`src/rtl/lr_ras_pkg.sv`:
```
// Common constants and helpers for the return-address stack.
`ifndef DATA_W
`define DATA_W 32
`endif
`ifndef RAS_DEPTH
`define RAS_DEPTH 8
`endif
`ifndef RAS_PTR_W
`define RAS_PTR_W 3
`endif
`ifndef RAS_IDLE
`define RAS_IDLE 1'b0
`endif
`ifndef RAS_RET
`define RAS_RET 1'b1
`endif
package lr_ras_pkg;
   localparam logic [0:0] ST_IDLE = `RAS_IDLE;
   localparam logic [0:0] ST_RET  = `RAS_RET;

   // A flag raised this cycle wins over a same-cycle clear.
   function automatic logic sticky_next(input logic cur, input logic clr, input logic set);
      return (cur & ~clr) | set;
   endfunction
endpackage

```
`src/rtl/lr_ras_mem.sv`:
```
// Return-address storage: synchronous write, combinational read, no reset.
`ifndef DATA_W
`define DATA_W 32
`endif
`ifndef RAS_DEPTH
`define RAS_DEPTH 8
`endif
`ifndef RAS_PTR_W
`define RAS_PTR_W 3
`endif
module lr_ras_mem #(
   parameter int DEPTH = `RAS_DEPTH,
   parameter int PTR_W = `RAS_PTR_W
) (
   input  logic                clk,
   input  logic                i_we,
   input  logic [PTR_W-1:0]    i_waddr,
   input  logic [`DATA_W-1:0] i_wdata,
   input  logic [PTR_W-1:0]    i_raddr,
   output logic [`DATA_W-1:0] o_rdata
);
   logic [`DATA_W-1:0] r_mem [DEPTH];

   // Single write port.
   always_ff @(posedge clk) begin
      if (i_we) begin
         r_mem[i_waddr] <= i_wdata;
      end
   end

   assign o_rdata = r_mem[i_raddr];
endmodule

```
`src/rtl/lr_ras.sv`:
```
// Return-address stack between link-register control and fetch; pops are
// presented to fetch as a registered valid/ready return-target redirect.
`ifndef DATA_W
`define DATA_W 32
`endif
`ifndef RAS_DEPTH
`define RAS_DEPTH 8
`endif
`ifndef RAS_PTR_W
`define RAS_PTR_W 3
`endif
module lr_ras
   import lr_ras_pkg::*;
#(
   parameter int DEPTH = `RAS_DEPTH,
   parameter int PTR_W = `RAS_PTR_W
) (
   input  logic                clk,
   input  logic                reset_n,
   input  logic [`DATA_W-1:0] set_lr,
   input  logic                lr_seten,
   input  logic                lr_recoven,
   input  logic                flush,
   input  logic                clr_err,
   output logic [`DATA_W-1:0] ret_pc,
   output logic                ret_valid,
   input  logic                ret_ready,
   output logic [PTR_W:0]      cnt,
   output logic                empty,
   output logic                full,
   output logic                ovf,
   output logic                udf,
   output logic                seq_err
);
   localparam logic [PTR_W:0]   CNT_MAX = (PTR_W+1)'(DEPTH);
   localparam logic [PTR_W:0]   CNT_ONE = (PTR_W+1)'(1);
   localparam logic [PTR_W-1:0] PTR_ONE = PTR_W'(1);

   logic [PTR_W-1:0]    r_tp;
   logic [PTR_W:0]      r_cnt;
   logic [0:0]          r_state;
   logic [`DATA_W-1:0] r_ret_pc;
   logic                r_ovf, r_udf, r_seq_err;

   logic                w_push, w_pop_req, w_can_pop, w_pop_ok;
   logic                w_empty, w_full;
   logic                w_udf_set, w_ovf_set, w_seq_set;
   logic [PTR_W-1:0]    w_tp_m1, w_waddr, w_tp_nxt;
   logic [PTR_W:0]      w_cnt_nxt;
   logic [`DATA_W-1:0] w_rdata;

   assign w_empty   = (r_cnt == {(PTR_W+1){1'b0}});
   assign w_full    = (r_cnt == CNT_MAX);
   assign w_push    = lr_seten & ~flush;
   assign w_pop_req = lr_recoven & ~flush;
   // A pop may only start when no return is pending or the pending one leaves now.
   assign w_can_pop = (r_state == ST_IDLE) | ret_ready;
   assign w_pop_ok  = w_pop_req & w_can_pop & ~w_empty;
   assign w_udf_set = w_pop_req & w_can_pop & w_empty;
   assign w_seq_set = w_pop_req & ~w_can_pop;
   assign w_ovf_set = w_push & ~w_pop_ok & w_full;
   assign w_tp_m1   = r_tp - PTR_ONE;
   // Push+pop replaces the top in place.
   assign w_waddr   = w_pop_ok ? w_tp_m1 : r_tp;

   lr_ras_mem #(.DEPTH(DEPTH), .PTR_W(PTR_W)) u_mem (
      .clk     (clk),
      .i_we    (w_push),
      .i_waddr (w_waddr),
      .i_wdata (set_lr),
      .i_raddr (w_tp_m1),
      .o_rdata (w_rdata)
   );

   // Next top pointer and occupancy.
   always_comb begin
      w_tp_nxt  = r_tp;
      w_cnt_nxt = r_cnt;
      if (flush) begin
         w_tp_nxt  = {PTR_W{1'b0}};
         w_cnt_nxt = {(PTR_W+1){1'b0}};
      end else if (w_push && w_pop_ok) begin
         w_tp_nxt  = r_tp;
         w_cnt_nxt = r_cnt;
      end else if (w_push) begin
         w_tp_nxt  = r_tp + PTR_ONE;
         w_cnt_nxt = w_full ? r_cnt : (r_cnt + CNT_ONE);
      end else if (w_pop_ok) begin
         w_tp_nxt  = w_tp_m1;
         w_cnt_nxt = r_cnt - CNT_ONE;
      end else begin
         w_tp_nxt  = r_tp;
         w_cnt_nxt = r_cnt;
      end
   end

   // Pointer and count registers.
   always_ff @(posedge clk or negedge reset_n) begin
      if (!reset_n) begin
         r_tp  <= {PTR_W{1'b0}};
         r_cnt <= {(PTR_W+1){1'b0}};
      end else begin
         r_tp  <= w_tp_nxt;
         r_cnt <= w_cnt_nxt;
      end
   end

   // Return handshake FSM; a completing handshake may chain straight into the next pop.
   always_ff @(posedge clk or negedge reset_n) begin
      if (!reset_n) begin
         r_state  <= ST_IDLE;
         r_ret_pc <= {`DATA_W{1'b0}};
      end else if (flush) begin
         r_state  <= ST_IDLE;
      end else if (w_pop_ok) begin
         r_state  <= ST_RET;
         r_ret_pc <= w_rdata;
      end else if ((r_state == ST_RET) && ret_ready) begin
         r_state  <= ST_IDLE;
      end
   end

   // Sticky error flags, cleared only by reset or clr_err.
   always_ff @(posedge clk or negedge reset_n) begin
      if (!reset_n) begin
         r_ovf     <= 1'b0;
         r_udf     <= 1'b0;
         r_seq_err <= 1'b0;
      end else begin
         r_ovf     <= sticky_next(r_ovf, clr_err, w_ovf_set);
         r_udf     <= sticky_next(r_udf, clr_err, w_udf_set);
         r_seq_err <= sticky_next(r_seq_err, clr_err, w_seq_set);
      end
   end

   assign ret_pc    = r_ret_pc;
   assign ret_valid = (r_state == ST_RET);
   assign cnt       = r_cnt;
   assign empty     = w_empty;
   assign full      = w_full;
   assign ovf       = r_ovf;
   assign udf       = r_udf;
   assign seq_err   = r_seq_err;
endmodule

```
`config.mk`:
```
export PLATFORM = sky130hd
export DESIGN_NAME = lr_ras
export DESIGN_NICKNAME = d
export VERILOG_FILES = /design/src/rtl/lr_ras_pkg.sv /design/src/rtl/lr_ras_mem.sv /design/src/rtl/lr_ras.sv
export SDC_FILE = /design/constraint.sdc
export NUM_CORES = 1
export LEC_CHECK = 0
export CORE_ASPECT_RATIO = 0.75
export CORE_MARGIN = 3
export CORE_UTILIZATION = 63
export CTS_CLUSTER_SIZE = 8
export DETAILED_ROUTE_END_ITERATION = 7
export PLACE_DENSITY_LB_ADDON = 0.08
export RECOVER_POWER = 100
export SKIP_CTS_REPAIR_TIMING = 1
export SLEW_MARGIN = 0
export SYNTH_ARGS = -nofsm -noshare
export SYNTH_HDL_FRONTEND = slang
export SYNTH_SLANG_ARGS = --single-unit
```
`constraint.sdc`:
```
create_clock -name clk -period 13.71 [get_ports clk]
set_input_delay 4.113 -clock clk [delete_from_list [all_inputs] [get_ports clk]]
set_output_delay 4.113 -clock clk [all_outputs]
set_load 0.01 [all_outputs]
```
## Word level (Yosys, flattened, before mapping)

Memories as Yosys holds them, arrays and structs flattened. A register that Yosys moved wholly into a read port is not among the register bits.
Index checks and enable logic that the tools add are counted.

| operators by class | value |
|---|---|
| add/subtract/negate cells | 4 |
| reduce and logical (&&, ||, !) cells | 8 |
| $lt $le $gt $ge | 0 |
| mux-type cells | 14 |
| equality and inequality tests | 3 |
| shifts and indexed selects | 0 |
| $mul | 0 |
| bitwise gates (word level) | 21 |
| div/mod/pow operators | 0 |

Operator list:

| kind | number |
|---|---|
| 2-to-1 mux 4 bit | 5 |
| 2-to-1 mux 3 bit | 4 |
| bitwise AND 1 bit | 11 |
| NOT 1 bit | 6 |
| nonzero test 3 bit | 2 |
| 2-to-1 mux 1 bit | 5 |
| adder 4 x 1 -> 4 bit (second input constant) | 1 |
| equality test 4 bit (second input constant) | 1 |
| zero test 4 bit | 1 |
| OR 1 bit | 4 |
| subtractor 4 x 1 -> 4 bit (second input constant) | 1 |
| adder 3 x 1 -> 3 bit (second input constant) | 1 |
| inequality test 3 bit (second input constant) | 1 |
| AND reduction 3 bit | 1 |
| subtractor 3 x 1 -> 3 bit (second input constant) | 1 |
| logical AND 1 bit | 2 |
| inequality test 2 bit (second input constant) | 1 |
| AND reduction 2 bit | 1 |
| zero test 1 bit | 1 |

| word-level totals | value |
|---|---|
| bits in registers | 11 |
| input port bits | 39 |
| latch bits | 0 |
| RAM bits | 256 |
| logic and storage cells | 57 |
| ROM bits | 0 |
| memories | 1 |
| output and inout port bits | 42 |

Memories:

| name | depth | width | read ports | clocked after Yosys merged registers in | wr ports | line | text |
|---|---|---|---|---|---|---|---|
| u_mem.r_mem | 8 | 32 | 1 | 1 | 1 | lr_ras_mem.sv:22 | `` logic [`DATA_W-1:0] r_mem [DEPTH]; `` |

## Depth between registers and ports, before layout

| logic depth | value |
|---|---|
| depth after elaboration | 8 |
| mapped depth | 11 |
| gate-level depth less buffers | 6 |

## Modules after synthesis

Synthesis repeated with hierarchy kept, for this count alone.

| unflattened totals | value |
|---|---|
| cell total of the unflattened synthesis | 535 |
| area total of the unflattened synthesis | 11986.5 um^2 |

Modules (own cells, without submodules):

| module | instances | cells an instance | area an instance (um^2) |
|---|---|---|---|
| lr_ras_mem | 1 | 383 | 9825.7 |
| lr_ras | 1 | 152 | 2160.8 |

## Worst setup path after synthesis

No wires, ideal clock.

| timing path | value |
|---|---|
| path type | in2reg |
| start point | input ret_ready |
| end point | memory u_mem.r_mem[2][0] in the netlist's numbering (enable) |
| path slack | 6.086 ns |
| required time | 13.249 ns |
| path buffers | 1 |
| arrival time | 7.163 ns |
| stages | 5 |
| cell sequence | and2b_1 -> buf_1 -> nor4_1 -> a211oi_1 -> nor3_1 |

| between the ends | value |
|---|---|
| longest elaborated chain between the ends | 4 |

RTL lines:

| what | line | text |
|---|---|---|
| start: declaration | lr_ras.sv:27 | `input logic ret_ready,` |
| OR 1 bit | lr_ras.sv:57 | `assign w_can_pop = (r_state == ST_IDLE) \| ret_ready;` |
| bitwise AND 1 bit (2 in a row) | lr_ras.sv:58 | `assign w_pop_ok = w_pop_req & w_can_pop & ~w_empty;` |
| 2-to-1 mux 3 bit | -- |  |
| end: declaration | lr_ras_mem.sv:22 |  |

Every way passes these cells.

## Final worst setup path

| timing path | value |
|---|---|
| start point | input flush |
| end point | memory u_mem.r_mem[6][8] in the netlist's numbering (enable) |

| between the ends | value |
|---|---|
| longest elaborated chain between the ends | 5 |
| elaborated cells on any way between the ends | 8 |
| those cells by class | mux: 3; bitwise: 5 |

RTL lines:

| what | line | text |
|---|---|---|
| start: declaration | lr_ras.sv:23 | `input logic flush,` |
| NOT 1 bit (no source line) * | -- |  |
| bitwise AND 1 bit | lr_ras.sv:55 | `assign w_pop_req = lr_recoven & ~flush;` |
| bitwise AND 1 bit (2 in a row) | lr_ras.sv:58 |  |
| 2-to-1 mux 3 bit | -- |  |

Mark *: on every way between the ends. The rest lies on a longest branch, timed or not.

==> flow_summary.toml <==
[run_status]
run_status = "complete, but fails checks"
violations = "max-capacitance violations, max-slew violations"

[clocking]
clock_sinks = 299
clk_latency_ns = 0.51
ctsLongestPathBuffers = 3
cts.reportedPaths.clkPinSlew_ns = 0.05
tritoncts_clock_tree = "done"
numCtsBuffers = 43
htreeDepth = 2
clockRootBuffer = "clkbuf_16"

[global_routing]
grt.busiest_layer = "met2"
grt_antenna_before_repair = 0
grt.met3_usage = 0.0512
grt_overflow_total = 0
track_usage = 0.246
grt_pass1_wl_mm = 36.9
grt_use_met1 = 0.363
grt_max_degree = 73
grtUsageMet2 = 0.386
first_global_vias = 6267

[placed_design]
io_buffers = 80
dp_hpwl_mm = 12.7
place.gp.congestion = 0.886

[floorplan]
ioPinCount = 81
fp-row-count = 42
coreArea_um2 = 17900
die_width_um = 163
design.die.area_um2 = 20200
die_h_um = 124
floorplan.initialDensity = 0.651

[finish]
flow.area_growth_from_synthesis_pct = 19.0
antennaDiodeCount = 0
seq_area_um2 = 8770
layout-drive-gt1-share = 0.169
area_used_by_multi_input_combinational_logic_um2 = 2710
design.final.nets = 734
utilization = 0.774
layout_common_cells = "256 x edfxtp_1, 74 x dlygate4sd3_1, 64 x mux4_2, 43 x clkbuf_16"
fillerInstances = 959
final_common_cell = "edfxtp_1"

[worst_setup_path]
worst-endpoint-required_ns = 13.82
timing.critical_path.from_type = "input port"
cp.arrival_ns = 8.65
timing.critical_path.fanout_max = 20
crit-reg2reg-launch = "r_tp[0]"
crit_path_start = "flush"
critPathCaptureType = "flip-flop"
path_class = "in2reg"
worstRegToRegCells = 7

[sta]
rsz0062_at_grt = "false"
final_period_minus_worst_setup_slack_ns = 8.54
setup_total_negative_slack_ns = 0
achievable-frequency_mhz = 117
timing.final.hold_violations = 0
fin_skew_ns = 0.00945
setup_viol_count_final = 0
min_period_over_period = 0.623
worst-slew-pin-transition_ns = 3.27
timing_max_transition_violations_final = 303
slew_headroom = -1.18
holdWs_ns = 0.519

[synthesis]
synth_seq_cells = 299
average_size_of_a_mapped_cell_um2 = 19.7
synth_ff_type = "edfxtp_1"
synthDominantCellAreaShare = 0.659
synth.area.top_cells = "edfxtp_1 66%, mux4_2 12%, dfrtp_1 9.2%"
yosys.area.top_type = "edfxtp_1"
synth_cells = 591
syn-cell-area_um2 = 11700
yosys_warnings = 0
mappedNetlistNets = 634
synth_seq_area_share = 0.752
synth-edff-count = 256
synth-async-reset-ratio = 0.144
synth_cell_types = 48

[route]
drt_drc_violations_left = 0
avgViaCountPerCell = 6.17
route.vias.total = 5954
drt-total-wl_mm = 23.8
route.antenna.remaining_nets = 0
detail_route.wl_per_cell_um = 24.7
drt-initial-drc-count = 536
detailedRoute.firstPassIterationCount = 6

[pwr]
cell_internal_pwr_w = 0.00197
p_seq_frac = 0.420
power_density_nw_per_um2 = 195
worst_ir_drop_vdd_v = 0.000126
p_leak_nw = 4.64
power_switching_share = 0.271
combinationalPowerShare = 0.233
net-switching-power_w = 0.000733
power_frac_clock = 0.347

[run]
maxCapViolations = 10

[min_path]
worstHoldPathType = "reg2reg"
worst_hold_path.num_cells = 2
worstHoldStart = "ret_pc[20]"
-- per-stage QoR --
step                total power, W  setup slack (ns)  cells  area [um^2]
global placement           0.00179              6.25    888        12700
floorplan                  0.00156              6.09    591        11700
detailed placement         0.00181              6.16    888        12700
finish                     0.00271              5.17    965        13900
CTS                        0.00276              6.72    965        14000
global route               0.00283              4.75    965        13900
-- kinds of logic after synthesis --
group / Yosys count / synth area share
XOR/XNOR: 5 / 0.00494
multiplexers: 98 / 0.153
AO/OA/AOI/OAI: 61 / 0.0326
AND/OR/NAND/NOR: 78 / 0.0337
adder cells (fa/ha/maj): 5 / 0.00526
buffers and inverters: 45 / 0.0189
flip-flops: 299 / 0.752
-- power groups by stage --
stage / Sequential (W) / Clock (W) / Combinational, W
2_1_floorplan: 0.00116 / 0 / 0.000399
3_3_place_gp: 0.00115 / 0 / 0.000647
3_5_place_dp: 0.00115 / 0 / 0.000655
4_1_cts: 0.00114 / 0.000956 / 0.000662
5_1_grt: 0.00115 / 0.000997 / 0.000683
6_report: 0.00114 / 0.000940 / 0.000630
-- synth_stat cells, types with 4 or more instances --
library cell  count
nor2_1           37
edfxtp_1        256
nor4_1            6
buf_2            10
inv_1             7
a21oi_1          34
nor2b_1           5
buf_6             4
nand2_1           4
mux4_2           64
clkbuf_1         20
nor3_1           10
a211oi_1          5
mux2i_1          32
dfrtp_1          43
ha_1              4
-- area by class of cell --
cell class                      count  area share
Inverter                            8     0.00252
Clock inverter                      2     0.00117
Timing Repair Buffer               92      0.0611
Multi-Input combinational cell    247       0.195
Sequential cell                   299       0.632
Tap cell                          242      0.0218
Clock buffer                       75      0.0862
-- critical path, cell delays in order --
cell and delay (ns):
dlygate4sd3_1 0.71, nand2b_1 0.46, nor3_1 0.44, xnor2_1 0.24, nor3_1 1.62, clkbuf_1 1.06
-- metal layers --
layer	share of wire	routed length [um]
met5	0	0
met4	0.018	427
met3	0.067	1610
met2	0.48	11500
met1	0.43	10300
-- path summary, 6_finish.rpt --
check / to / slack (ns)
worst max-delay path: u_mem.r_mem[6][8] / 5.17
worst min-delay path: ret_pc[20] / 0.52
worst min register to register: ret_pc[20] / 0.52
min in group asynchronous: ret_pc[8] / 4.55
worst max register to register: u_mem.r_mem[6][8] / 8.17
max in group asynchronous: r_tp[0] / 7.28
-- registers in the layout, summed over array words and instances, names as in the netlist --
signal       flops
r_tp             3
ret_pc          32
ovf              1
cnt              4
seq_err          1
udf              1
ret_valid        1
u_mem.r_mem    256
Power figures use the tool's default switching activity.
